<file path="src/rtl/op_encode.sv">
// Purpose: 6502 instruction emitter; turns {mnemonic, mode, operand} into opcode + operand bytes written at a tracked pc.
// Latency: first byte valid 2 cycles after accept; then 1 byte/cycle, 1 idle cycle before the next accept.
// Backpressure: each byte holds stable until out_ready; in_ready is low whenever not IDLE or org_valid is high.
module op_encode #(
    parameter logic [15:0] ORG_RESET = 16'h0000
) (
    input  logic        clk,
    input  logic        rst,
    input  logic        org_valid,
    input  logic [15:0] org_addr,
    input  logic        in_valid,
    output logic        in_ready,
    input  logic [5:0]  in_mnem,
    input  logic [3:0]  in_mode,
    input  logic [15:0] in_operand,
    output logic        out_valid,
    input  logic        out_ready,
    output logic [15:0] out_addr,
    output logic [7:0]  out_data,
    output logic        err,
    output logic [1:0]  err_code,
    output logic [15:0] pc,
    output logic        busy
);
    localparam logic [3:0] M_IMP = 4'd0,  M_ACC = 4'd1,  M_IMM = 4'd2,  M_ZPG = 4'd3;
    localparam logic [3:0] M_ZPX = 4'd4,  M_ZPY = 4'd5,  M_ABS = 4'd6,  M_ABX = 4'd7;
    localparam logic [3:0] M_ABY = 4'd8,  M_IND = 4'd9,  M_XIN = 4'd10, M_INY = 4'd11;
    localparam logic [3:0] M_REL = 4'd12;

    typedef enum logic [2:0] {S_IDLE, S_LOOK, S_OPC, S_LO, S_HI} state_t;

    state_t      state_q, state_d;
    logic [5:0]  mnem_q, mnem_d;
    logic [3:0]  mode_q, mode_d;
    logic [15:0] operand_q, operand_d;
    logic [7:0]  opc_q, opc_d;
    logic [7:0]  b1_q, b1_d;
    logic [15:0] pc_q, pc_d;
    logic        err_q, err_d;
    logic [1:0]  err_code_q, err_code_d;

    logic [8:0]  lk;
    logic [15:0] off;
    logic [1:0]  len;

    // Returns {legal, opcode}. Regular groups use the aaa-bbb-cc opcode layout; the rest are enumerated.
    function automatic logic [8:0] lookup(input logic [5:0] m, input logic [3:0] md);
        logic       ok;
        logic [7:0] op;
        logic [2:0] aaa;
        logic [2:0] bbb;
        logic       ldx_stx;
        ok = 1'b0; op = 8'h00; aaa = 3'd0; bbb = 3'd0;
        ldx_stx = (m == 6'd30) || (m == 6'd48);
        case (m)
            // ORA AND EOR ADC STA LDA CMP SBC
            6'd0, 6'd1, 6'd17, 6'd23, 6'd29, 6'd34, 6'd43, 6'd47: begin
                case (m)
                    6'd34:   aaa = 3'd0;
                    6'd1:    aaa = 3'd1;
                    6'd23:   aaa = 3'd2;
                    6'd0:    aaa = 3'd3;
                    6'd47:   aaa = 3'd4;
                    6'd29:   aaa = 3'd5;
                    6'd17:   aaa = 3'd6;
                    default: aaa = 3'd7;
                endcase
                ok = 1'b1;
                case (md)
                    M_XIN:   bbb = 3'd0;
                    M_ZPG:   bbb = 3'd1;
                    M_IMM:   begin bbb = 3'd2; ok = (m != 6'd47); end
                    M_ABS:   bbb = 3'd3;
                    M_INY:   bbb = 3'd4;
                    M_ZPX:   bbb = 3'd5;
                    M_ABY:   bbb = 3'd6;
                    M_ABX:   bbb = 3'd7;
                    default: ok = 1'b0;
                endcase
                op = {aaa, bbb, 2'b01};
            end
            // ASL ROL LSR ROR STX LDX DEC INC
            6'd2, 6'd39, 6'd32, 6'd40, 6'd48, 6'd30, 6'd20, 6'd24: begin
                case (m)
                    6'd2:    aaa = 3'd0;
                    6'd39:   aaa = 3'd1;
                    6'd32:   aaa = 3'd2;
                    6'd40:   aaa = 3'd3;
                    6'd48:   aaa = 3'd4;
                    6'd30:   aaa = 3'd5;
                    6'd20:   aaa = 3'd6;
                    default: aaa = 3'd7;
                endcase
                case (md)
                    M_IMM:   begin bbb = 3'd0; ok = (m == 6'd30); end
                    M_ZPG:   begin bbb = 3'd1; ok = 1'b1; end
                    M_ACC:   begin bbb = 3'd2; ok = (aaa < 3'd4); end
                    M_ABS:   begin bbb = 3'd3; ok = 1'b1; end
                    M_ZPX:   begin bbb = 3'd5; ok = !ldx_stx; end
                    M_ZPY:   begin bbb = 3'd5; ok = ldx_stx; end
                    M_ABX:   begin bbb = 3'd7; ok = !ldx_stx; end
                    M_ABY:   begin bbb = 3'd7; ok = (m == 6'd30); end
                    default: ok = 1'b0;
                endcase
                op = {aaa, bbb, 2'b10};
            end
            6'd6: begin ok = 1'b1; case (md) M_ZPG: op = 8'h24; M_ABS: op = 8'h2C; default: ok = 1'b0; endcase end
            6'd49: begin ok = 1'b1; case (md) M_ZPG: op = 8'h84; M_ZPX: op = 8'h94; M_ABS: op = 8'h8C; default: ok = 1'b0; endcase end
            6'd31: begin
                ok = 1'b1;
                case (md)
                    M_IMM: op = 8'hA0; M_ZPG: op = 8'hA4; M_ZPX: op = 8'hB4; M_ABS: op = 8'hAC; M_ABX: op = 8'hBC;
                    default: ok = 1'b0;
                endcase
            end
            6'd19: begin ok = 1'b1; case (md) M_IMM: op = 8'hC0; M_ZPG: op = 8'hC4; M_ABS: op = 8'hCC; default: ok = 1'b0; endcase end
            6'd18: begin ok = 1'b1; case (md) M_IMM: op = 8'hE0; M_ZPG: op = 8'hE4; M_ABS: op = 8'hEC; default: ok = 1'b0; endcase end
            6'd27: begin ok = 1'b1; case (md) M_ABS: op = 8'h4C; M_IND: op = 8'h6C; default: ok = 1'b0; endcase end
            6'd28: begin ok = (md == M_ABS); op = 8'h20; end
            // Branches: BCC BCS BEQ BMI BNE BPL BVC BVS
            6'd3, 6'd4, 6'd5, 6'd7, 6'd8, 6'd9, 6'd11, 6'd12: begin
                ok = (md == M_REL);
                case (m)
                    6'd3: op = 8'h90; 6'd4: op = 8'hB0; 6'd5: op = 8'hF0; 6'd7: op = 8'h30;
                    6'd8: op = 8'hD0; 6'd9: op = 8'h10; 6'd11: op = 8'h50; default: op = 8'h70;
                endcase
            end
            // Implied-only mnemonics
            6'd10, 6'd13, 6'd14, 6'd15, 6'd16, 6'd21, 6'd22, 6'd25, 6'd26, 6'd33, 6'd35, 6'd36, 6'd37,
            6'd38, 6'd41, 6'd42, 6'd44, 6'd45, 6'd46, 6'd50, 6'd51, 6'd52, 6'd53, 6'd54, 6'd55: begin
                ok = (md == M_IMP);
                case (m)
                    6'd10: op = 8'h00; 6'd13: op = 8'h18; 6'd14: op = 8'hD8; 6'd15: op = 8'h58;
                    6'd16: op = 8'hB8; 6'd21: op = 8'hCA; 6'd22: op = 8'h88; 6'd25: op = 8'hE8;
                    6'd26: op = 8'hC8; 6'd33: op = 8'hEA; 6'd35: op = 8'h48; 6'd36: op = 8'h08;
                    6'd37: op = 8'h68; 6'd38: op = 8'h28; 6'd41: op = 8'h40; 6'd42: op = 8'h60;
                    6'd44: op = 8'h38; 6'd45: op = 8'hF8; 6'd46: op = 8'h78; 6'd50: op = 8'hAA;
                    6'd51: op = 8'hA8; 6'd52: op = 8'hBA; 6'd53: op = 8'h8A; 6'd54: op = 8'h9A;
                    default: op = 8'h98;
                endcase
            end
            default: ok = 1'b0;
        endcase
        return {ok, op};
    endfunction

    // Table lookup, branch offset and instruction length from the captured request.
    always_comb begin
        lk  = lookup(mnem_q, mode_q);
        off = operand_q - (pc_q + 16'd2);
        case (mode_q)
            M_IMP, M_ACC:               len = 2'd1;
            M_ABS, M_ABX, M_ABY, M_IND: len = 2'd3;
            default:                    len = 2'd2;
        endcase
    end

    // Next-state, handshakes and byte presentation.
    always_comb begin
        state_d    = state_q;
        mnem_d     = mnem_q;
        mode_d     = mode_q;
        operand_d  = operand_q;
        opc_d      = opc_q;
        b1_d       = b1_q;
        pc_d       = pc_q;
        err_d      = 1'b0;
        err_code_d = err_code_q;
        in_ready   = 1'b0;
        out_valid  = 1'b0;
        out_addr   = 16'h0000;
        out_data   = 8'h00;
        case (state_q)
            S_IDLE: begin
                if (org_valid) begin
                    pc_d = org_addr;
                end else if (!rst) begin
                    in_ready = 1'b1;
                    if (in_valid) begin
                        mnem_d    = in_mnem;
                        mode_d    = in_mode;
                        operand_d = in_operand;
                        state_d   = S_LOOK;
                    end
                end
            end
            S_LOOK: begin
                if (!lk[8]) begin
                    err_d      = 1'b1;
                    err_code_d = 2'd1;
                    state_d    = S_IDLE;
                end else if (mode_q == M_REL && !(off[15:7] == 9'h000 || off[15:7] == 9'h1FF)) begin
                    err_d      = 1'b1;
                    err_code_d = 2'd2;
                    state_d    = S_IDLE;
                end else begin
                    opc_d   = lk[7:0];
                    b1_d    = (mode_q == M_REL) ? off[7:0] : operand_q[7:0];
                    state_d = S_OPC;
                end
            end
            S_OPC, S_LO, S_HI: begin
                out_valid = 1'b1;
                out_addr  = pc_q;
                out_data  = (state_q == S_OPC) ? opc_q :
                            (state_q == S_LO)  ? b1_q  : operand_q[15:8];
                if (out_ready) begin
                    pc_d = pc_q + 16'd1;
                    if (state_q == S_OPC)
                        state_d = (len == 2'd1) ? S_IDLE : S_LO;
                    else if (state_q == S_LO)
                        state_d = (len == 2'd2) ? S_IDLE : S_HI;
                    else
                        state_d = S_IDLE;
                end
            end
            default: state_d = S_IDLE;
        endcase
    end

    // State registers; reset aborts any instruction in flight and restores the origin.
    always_ff @(posedge clk) begin
        if (rst) begin
            state_q    <= S_IDLE;
            mnem_q     <= 6'd0;
            mode_q     <= 4'd0;
            operand_q  <= 16'h0000;
            opc_q      <= 8'h00;
            b1_q       <= 8'h00;
            pc_q       <= ORG_RESET;
            err_q      <= 1'b0;
            err_code_q <= 2'd0;
        end else begin
            state_q    <= state_d;
            mnem_q     <= mnem_d;
            mode_q     <= mode_d;
            operand_q  <= operand_d;
            opc_q      <= opc_d;
            b1_q       <= b1_d;
            pc_q       <= pc_d;
            err_q      <= err_d;
            err_code_q <= err_code_d;
        end
    end

    assign err      = err_q;
    assign err_code = err_code_q;
    assign pc       = pc_q;
    assign busy     = (state_q != S_IDLE);
endmodule

</file>
<file path="config.mk">
export PLATFORM = sky130hd
export DESIGN_NAME = op_encode
export DESIGN_NICKNAME = d
export VERILOG_FILES = /design/src/rtl/op_encode.sv
export SDC_FILE = /design/constraint.sdc
export NUM_CORES = 1
export LEC_CHECK = 0
export ABC_AREA = 0
export ABC_CLOCK_PERIOD_IN_PS = 3900
export CORE_MARGIN = 4
export CORE_UTILIZATION = 35
export DETAILED_ROUTE_END_ITERATION = 10
export GPL_TIMING_DRIVEN = 0
export PLACE_DENSITY = 0.64
export REMOVE_ABC_BUFFERS = 1
export SLEW_MARGIN = 0
export SYNTH_ARGS = -nofsm -noshare
export SYNTH_HDL_FRONTEND = slang
export SYNTH_SLANG_ARGS = --single-unit
export TNS_END_PERCENT = 20
</file>
<file path="constraint.sdc">
create_clock -name clk -period 3.9 [get_ports clk]
set_input_delay 0.585 -clock clk [delete_from_list [all_inputs] [get_ports clk]]
set_output_delay 0.585 -clock clk [all_outputs]
set_load 0.02 [all_outputs]
</file>
==> flow_metrics.tcl, run 1 <==
set metrics [dict create \
    run_status "completed" \
    pwr-share-clk 0.334 \
    crit_path_end_kind "register" \
    hpwl_mm 13.4 \
    numCtsBuffers 9 \
    grt_max_degree 45 \
    final_nets 1017 \
    hold_path_class "register to register" \
    finalClockSkew_ns 0.00754 \
    path_max_fanout 7 \
    yosysSeqAreaShare 0.228 \
    avgSynthCellArea_sq_um 6.97 \
    power.internal_w 0.00164 \
    syn_area_sq_um 6140 \
    ios 93 \
    synth_enable_flop_cells 0 \
    ys_ff_latch 70 \
    ys_top_cells_by_area "dfxtp_1 23%, ha_1 7.5%, nand2_1 7.0%, a21oi_1 5.8%, inv_1 4.5%" \
    p_seq_frac 0.325 \
    met2WireLength_mm 8.58 \
    fin_crit_sh 0.968 \
    overflow 0 \
    gp_congestion 0.927 \
    crit_path_top_delay_cell "or4_4" \
    multi_input_area_sq_um 4400 \
    cts_tree "yes" \
    clk_latency_ns 0.35 \
    drc 0 \
    cp_top_family "compound AO/OA/AOI/OAI gates" \
    highest_layer "met4" \
    syn_inst 880 \
    final_cell_mix "113 x nand2_1, 91 x clkdlybuf4s50_1, 73 x inv_1" \
    drive_gt1_frac 0.0875 \
    num-fill-cells 1727 \
    yosysUniqueCellTypes 78 \
    async_flop_share 0 \
    power.density_nw_per_um2 325 \
    met3_length_um 998 \
    grt_usage 0.189 \
    htreeDepth 3 \
    cp.required_ns 4.16 \
    cpPeakStageDelay_ns 0.59 \
    drv_slew 0 \
    core-area_sq_um 17200 \
    final_core_util 0.449 \
    regArea_sq_um 1410 \
    cap_violations 0 \
    switching_share 0.349 \
    netlist.area_leader.share 0.228 \
    die_h_um 140 \
    finalHoldViolCount 0 \
    routedWlPerCell_um 16.2 \
    diodes 0 \
    start_util 0.356 \
    route.layer.met1.wl_mm 9.03 \
    grt_first_pass_wirelength_mm 30.9 \
    vias 6508 \
    yosysTopAreaCell "dfxtp_1" \
    routed_wl_mm 18.8 \
    cp-start-kind "register" \
    synth_ff_type "dfxtp_1" \
    die_area_sq_um 19700 \
    firstDrtPassIters 5 \
    clock_sinks 70 \
    rsz0062_at_grt "yes" \
    pwr-share-comb 0.341 \
    dieWidth_um 140 \
    cts.clk_slew.worst_paths_ns 0.06 \
    netSwitchingPower_w 0.000878 \
    crit_chain "ha_1 > inv_1 > ha_4 > and3_4 > a2111oi_4 > buf_4 > o211ai_2 > a211o_1 > a21o_1 > or4_4 > a311o_2 > a221oi_2" \
    first_global_vias 5951 \
    min_period_ns 3.78 \
    ant_nets 0 \
    vdd_drop_max_v 0.000252 \
    final_common_cell "nand2_1" \
    viasPerCell 5.60 \
    slew_headroom 0.318 \
    p_total_w 0.00252 \
    root_buffer "clkbuf_16" \
    setup_violations 0 \
    area_growth_syn_to_layout_pct 26.1 \
    yosys_warnings 0 \
    tightest_slew_ns 1.02 \
    cp_num_buf_inv 2 \
    crit_type "register to register" \
    max_freq_mhz 265 \
    cts_hold_buf 0 \
    clock_tree.buffer_depth 2 \
    rows 48 \
    arrival_ns 4.04 \
    drt_iter0_markers 539 \
    port_buffers 92 \
    grt_antenna_before_repair 0 \
    p_leak_nw 2.83 \
]
-- sequential cells by signal, indices dropped and copies added, names as in the netlist, named ones only --
| register | count |
|---|---|
| mnem_q | 6 |
| b1_q | 8 |
| err | 1 |
| err_code | 2 |
| opc_q | 8 |
| pc | 16 |
| operand_q | 16 |
| state_q | 3 |
| mode_q | 4 |
-- final timing paths --
path	startpoint	end	slack, ns	cells after the start
max	pc[5]	b1_q[3]	0.12	12
min	operand_q[9]	operand_q[9]	0.46	2
min reg2reg	operand_q[9]	operand_q[9]	0.46	2
max reg2reg	pc[5]	b1_q[3]	0.12	12
-- power groups by stage --
| stage | clock network (W) | registers [W] | logic, W |
|---|---|---|---|
| 6_report | 0.000840 | 0.000817 | 0.000859 |
| 5_1_grt | 0.000889 | 0.000825 | 0.000956 |
| 4_1_cts | 0.000859 | 0.000814 | 0.000808 |
| 3_5_place_dp | 0 | 0.000830 | 0.000758 |
| 3_3_place_gp | 0 | 0.000829 | 0.000749 |
| 2_1_floorplan | 0 | 0.000825 | 0.000519 |
-- synthesized netlist by cell type (4+ instances only) --
library cell    n
nand2_1       114
inv_1          73
nor2_1         73
a21oi_1        71
dfxtp_1        70
clkbuf_1       53
o21ai_0        51
ha_1           37
and2_1         24
nor3_1         22
a221oi_1       20
nand3_1        20
nand2b_1       16
o22ai_1        15
a21o_1         14
a22oi_1        13
mux2i_1        12
nor2b_1        11
nand4_1        10
and3_1          9
a211oi_1        8
o211ai_1        8
nor4_1          7
o21a_1          7
xnor2_1         7
a31oi_1         6
buf_1           6
nor3b_1         6
or3_1           5
a2111oi_0       4
a211o_1         4
a32oi_1         4
a41oi_1         4
o311ai_0        4
-- layer usage --
layer,up-vias,track usage
met5,-,0
met4,0,0.0474
met3,20,0.0331
met2,196,0.297
met1,3018,0.267
li1,3274,-
-- worst min-delay path, cell delays in order, from the launching register on --
cell and delay, ns:
dfxtp_1 0.31, nand2_1 0.05, a21oi_1 0.05
-- cells by family after synthesis --
family,synth area share
DFF,0.228
xor gates and xnor gates,0.0143
AOI/OAI and AO/OA,0.304
and+or+nand+nor,0.269
adders and majority gates,0.0787
muxes,0.0196
buffers and inverters,0.0860
-- final cells by class --
| type | count | area share |
|---|---|---|
| Sequential cell | 70 | 0.183 |
| Multi-Input combinational cell | 674 | 0.569 |
| Inverter | 74 | 0.0359 |
| Clock buffer | 10 | 0.0296 |
| Clock inverter | 6 | 0.00922 |
| Timing Repair Buffer | 103 | 0.137 |
| Tap cell | 225 | 0.0364 |
-- repair_timing --
item / 4_1_cts / 5_1_grt
pin swaps: 6 / 11
endpoints found under the setup margin: 33 / 32
gates resized for setup: 19 / 22
setup buffers: 4 / 3
cloned: 1 / 1
-- through the flow --
step                instance area [sq um]  cells  setup slack [ns]  hold slack [ns]  setup TNS (ns)
global placement                     7090   1134             -1.42            0.443          -49.56
global route                         7740   1162            -0.103            0.485           -1.46
finish                               7740   1162             0.125            0.457               0
detailed placement                   7150   1137            -0.425            0.449           -6.99
CTS                                  7580   1158           -0.0310            0.457         -0.0824
floorplan                            5890    817           0.00256            0.430               0
(Power assumes the default switching activity.)
==> run 2, diff against run 1 <==
--- a/config.mk
+++ b/config.mk
@@ -7,6 +7,7 @@
 export LEC_CHECK = 0
 export ABC_AREA = 0
 export ABC_CLOCK_PERIOD_IN_PS = 3900
+export CORE_ASPECT_RATIO = 1.4
 export CORE_MARGIN = 4
 export CORE_UTILIZATION = 35
 export DETAILED_ROUTE_END_ITERATION = 10
==> flow_metrics.tcl, run 2 (synthesis gave the netlist of run 1 again) <==
set metrics [dict create \
    critPathLaunch "pc[2]" \
    grt_antenna_before_repair 0 \
    cp_common_cell "a21o_1" \
    final_cell_mix "113 x nand2_1, 91 x clkdlybuf4s50_1, 72 x inv_1" \
    cp.depth 12 \
    crit_type "register to register" \
    r2r-end "opc_q[5]" \
    num-fill-cells 1780 \
    fin_cells 1171 \
    clk_latency_ns 0.34 \
    cap_violations 0 \
    port_buffers 92 \
    viasPerCell 5.63 \
    area_growth_syn_to_layout_pct 25.6 \
    regArea_sq_um 1420 \
    cts.clk_slew.worst_paths_ns 0.06 \
    hpwl_mm 13.9 \
    finalClockSkew_ns 0.00660 \
    cpPeakStageDelay_ns 0.57 \
    cp-start-kind "register" \
    cts_hold_buf 0 \
    clock_tree.buffer_depth 2 \
    cts_tree "yes" \
    power.density_nw_per_um2 324 \
    root_buffer "clkbuf_16" \
    r2r_start "pc[2]" \
    firstDrtPassIters 5 \
    drt_iter0_markers 454 \
    hold_path_class "register to register" \
    rsz0062_at_grt "yes" \
    routedWlPerCell_um 16.4 \
    rows 57 \
    placed_cell_area_sq_um 7170 \
    gp_congestion 0.887 \
    drv_slew 0 \
    fin_crit_sh 0.962 \
    dieWidth_um 120 \
    die_area_sq_um 19700 \
    run_status "completed" \
    crit_path_top_delay_cell "or4_4" \
    final_common_cell "nand2_1" \
    fin_hold_ws_ns 0.454 \
    tightest_slew_ns 1.35 \
    r2r_cells 12 \
    max_freq_mhz 267 \
    arrival_ns 4.01 \
    finalHoldViolCount 0 \
    diodes 0 \
    htreeDepth 3 \
    drive_gt1_frac 0.0845 \
    overflow 0 \
    ios 93 \
    min_period_ns 3.75 \
    cp.required_ns 4.16 \
    vias 6588 \
    post-place-cells 1148 \
    routed_wl_mm 19.2 \
    p_leak_nw 2.82 \
    path_max_fanout 7 \
    slew_headroom 0.0994 \
    r2r_setup_slack_ns 0.15 \
    grt_max_degree 40 \
    grt_first_pass_wirelength_mm 31.1 \
    numCtsBuffers 9 \
    cp_num_buf_inv 2 \
    ant_nets 0 \
    place_ws_ns -0.808 \
    final_cell_area_sq_um 7710 \
    final_core_util 0.447 \
    clock_sinks 70 \
    cp_top_family "compound AO/OA/AOI/OAI gates" \
    endpoint "opc_q[5]" \
    crit_path_end_kind "register" \
    final_nets 1016 \
    grt_usage 0.192 \
    setup_violations 0 \
    crit_chain "ha_4 > inv_1 > ha_1 > a21o_1 > a2111oi_4 > buf_4 > o211ai_2 > a211o_1 > a21o_1 > or4_4 > a311o_2 > a221oi_2" \
    first_global_vias 6126 \
    worst_hold_startpoint "operand_q[3]" \
    start_util 0.356 \
    die_h_um 165 \
    layout_setup_ws_ns 0.149 \
    vdd_drop_max_v 0.000184 \
    core-area_sq_um 17300 \
    multi_input_area_sq_um 4380 \
    drc 0 \
]
## run 2: changes by cell type in the layout (fill, tap and decap cells not counted), sizes merged
cell,change
clkbuf,-1
clkinv,-1
inv,-1
clkinvlp,+1
## run 2: layer usage
metal,global-route usage,vias up,routed length (um)
met2,0.348,208,9830
li1,-,3270,-
met4,0.0855,0,537
met1,0.225,3081,7870
met3,0.0281,29,979
met5,0,-,0
## run 2: layout make-up
cell class / count / area share
inverters: 74 / 0.0360
repair buffers: 102 / 0.136
clock buffers: 10 / 0.0297
multi-input cells: 674 / 0.568
flip-flops and latches: 70 / 0.184
well taps: 236 / 0.0383
clock inverters: 5 / 0.00795
## run 2: worst min path at each step
| stage | to | slack, ns | depth (start not counted) |
|---|---|---|---|
| finish | operand_q[3] | 0.45 | 2 |
| global route | operand_q[3] | 0.48 | 2 |
| CTS | operand_q[3] | 0.46 | 2 |
| detailed placement | operand_q[3] | 0.45 | 2 |
| global placement | operand_q[8] | 0.44 | 2 |
| floorplan | operand_q[10] | 0.43 | 2 |
## run 2: repair_timing
action,4_1_cts,5_1_grt
pin swaps,14,6
endpoints found under the setup margin,35,16
gates cloned,1,0
buffers inserted,5,2
gates resized for setup,28,13
## run 2: power breakdown
part | internal [W] | leakage [nW] | switching, W
Clock | 0.000493 | 0.131 | 0.000334
Combinational | 0.000377 | 2.11 | 0.000471
Sequential | 0.000751 | 0.575 | 0.0000693
Total | 0.00162 | 2.82 | 0.000874
## run 2: worst min-delay path, delay by kind of cell (launching register included)
family / cells / cell delay, ns
flip-flops: 1 / 0.31
AND/OR/NAND/NOR: 1 / 0.05
AO/OA/AOI/OAI: 1 / 0.05
## run 2: through the flow
stage,setup TNS (ns),total power (W)
6_report,0,0.00249
3_3_place_gp,-46.23,0.00158
3_5_place_dp,-13.61,0.00160
2_1_floorplan,0,0.00134
4_1_cts,0,0.00247
5_1_grt,-0.0398,0.00263
==> run 3, diff against run 2 <==
--- a/config.mk
+++ b/config.mk
@@ -9,10 +9,10 @@
 export ABC_CLOCK_PERIOD_IN_PS = 3900
 export CORE_ASPECT_RATIO = 1.4
 export CORE_MARGIN = 4
-export CORE_UTILIZATION = 35
+export CORE_UTILIZATION = 45
 export DETAILED_ROUTE_END_ITERATION = 10
 export GPL_TIMING_DRIVEN = 0
-export PLACE_DENSITY = 0.64
+export PLACE_DENSITY = 0.76
 export REMOVE_ABC_BUFFERS = 1
 export SLEW_MARGIN = 0
 export SYNTH_ARGS = -nofsm -noshare
==> flow_metrics.tcl, run 3 (synthesis gave the netlist of run 1 again) <==
set metrics [dict create \
    fin_cells 1117 \
    hold_depth 2 \
    min_period_ns 3.82 \
    post-place-cells 1094 \
    power.density_nw_per_um2 328 \
    hpwl_mm 13.5 \
    overflow 0 \
    drv_slew 0 \
    tns_ns 0 \
    first_global_vias 6207 \
    cpPeakStageDelay_ns 0.92 \
    final_cell_mix "113 x nand2_1, 91 x clkdlybuf4s50_1, 73 x inv_1" \
    die_area_sq_um 15600 \
    viasPerCell 5.92 \
    root_buffer "clkbuf_16" \
    port_buffers 92 \
    grt_first_pass_wirelength_mm 30.4 \
    r2r_start "mnem_q[1]" \
    finalHoldViolCount 0 \
    vias 6608 \
    p_leak_nw 2.82 \
    core-area_sq_um 13400 \
    run_status "completed" \
    r2r_cells 8 \
    cts_tree "yes" \
    dieWidth_um 107 \
    multi_input_area_sq_um 4410 \
    area_growth_syn_to_layout_pct 24.9 \
    arrival_ns 4.07 \
    firstDrtPassIters 5 \
    grt_max_degree 44 \
    fin_crit_sh 0.978 \
    cp_num_buf_inv 0 \
    grt_usage 0.237 \
    clock_sinks 70 \
    slew_headroom 0.0969 \
    clock_tree.buffer_depth 2 \
    cap_violations 0 \
    diodes 0 \
    rsz0062_at_grt "yes" \
    crit_chain "nor3b_1 > nand2_1 > a2111oi_0 > a211o_1 > a2111oi_0 > o21a_1 > a311o_2 > a221oi_1" \
    cts.clk_slew.worst_paths_ns 0.06 \
    gp_congestion 0.979 \
    final_nets 1015 \
    finalClockSkew_ns 0.00974 \
    routed_wl_mm 19.0 \
    cp.required_ns 4.15 \
    final_common_cell "nand2_1" \
    clk_latency_ns 0.35 \
    cp_common_cell "a2111oi_0" \
    routedWlPerCell_um 17.0 \
    drt_iter0_markers 323 \
    crit_path_top_delay_cell "dfxtp_1" \
    htreeDepth 3 \
    vdd_drop_max_v 0.000246 \
    ios 93 \
    crit_path_end_kind "register" \
    rows 50 \
    tightest_slew_ns 1.35 \
    hold_path_class "register to register" \
    num-fill-cells 1264 \
    start_util 0.458 \
    die_h_um 146 \
    numCtsBuffers 9 \
    worst_hold_startpoint "operand_q[7]" \
    max_freq_mhz 262 \
    cp_top_family "compound AO/OA/AOI/OAI gates" \
    ant_nets 0 \
    path_max_fanout 28 \
    drive_gt1_frac 0.0877 \
    cp-start-kind "register" \
    crit_type "register to register" \
    critPathLaunch "mnem_q[1]" \
    grt_antenna_before_repair 0 \
    drc 0 \
    cts_hold_buf 0 \
    setup_violations 0 \
    cp.depth 8 \
    regArea_sq_um 1420 \
]
-- run 3: cell count changes in the layout (fill, tap and decap cells not counted), moves of 2 or more --
| cell | previous run | this run |
|---|---|---|
| a221oi_2 | 7 | 11 |
| a221oi_1 | 13 | 9 |
| clkinvlp_4 | 3 | 0 |
| clkinv_4 | 1 | 3 |
-- run 3: final timing paths --
path | slack [ns] | to
hold / removal | 0.45 | operand_q[7]
setup / recovery | 0.08 | opc_q[5]
hold reg to reg | 0.45 | operand_q[7]
setup reg to reg | 0.08 | opc_q[5]
-- run 3: layout make-up --
class / instances / area share
tap: 182 / 0.0297
clock buffer: 10 / 0.0299
sequential: 70 / 0.185
inverter: 74 / 0.0362
multi-input combinational: 674 / 0.575
timing repair buffer: 101 / 0.135
clock inverter: 6 / 0.00914
-- run 3: worst reg2reg max path, stage by stage, from the launching register on --
cell	delay, ns
dfxtp_1	0.92
nor3b_1	0.41
nand2_1	0.16
a2111oi_0	0.83
a211o_1	0.22
a2111oi_0	0.11
o21a_1	0.26
a311o_2	0.51
a221oi_1	0.30
-- run 3: where the power goes --
part	switching, W	total [W]	internal [W]
Clock	0.000346	0.000846	0.000500
Combinational	0.000477	0.000852	0.000376
Sequential	0.0000683	0.000819	0.000751
-- run 3: stage by stage --
| step | total power [W] | util | area, sq um | setup slack [ns] | hold slack (ns) |
|---|---|---|---|---|---|
| 2_1_floorplan | 0.00134 | - | 5890 | 0.00256 | 0.430 |
| 3_3_place_gp | 0.00158 | 0.526 | 7040 | -1.34 | 0.444 |
| 3_5_place_dp | 0.00159 | 0.530 | 7100 | -0.726 | 0.447 |
| 4_1_cts | 0.00247 | 0.564 | 7550 | 0.000990 | 0.455 |
| 5_1_grt | 0.00265 | 0.573 | 7660 | -0.0425 | 0.475 |
| 6_report | 0.00252 | 0.573 | 7660 | 0.0847 | 0.453 |
-- run 3: layer usage --
metal	vias up	track usage	wire (um)
met4	0	0.111	715
met3	48	0.0447	1050
li1	3279	-	-
met5	-	0	0
met1	3069	0.273	7750
met2	212	0.417	9490
-- run 3: timing repair --
action,4_1_cts,5_1_grt
hold endpoints to repair,0,0
endpoints found under the setup margin,34,33
pin swaps,8,10
setup buffers,4,2
gates resized for setup,25,19
gates cloned,1,0
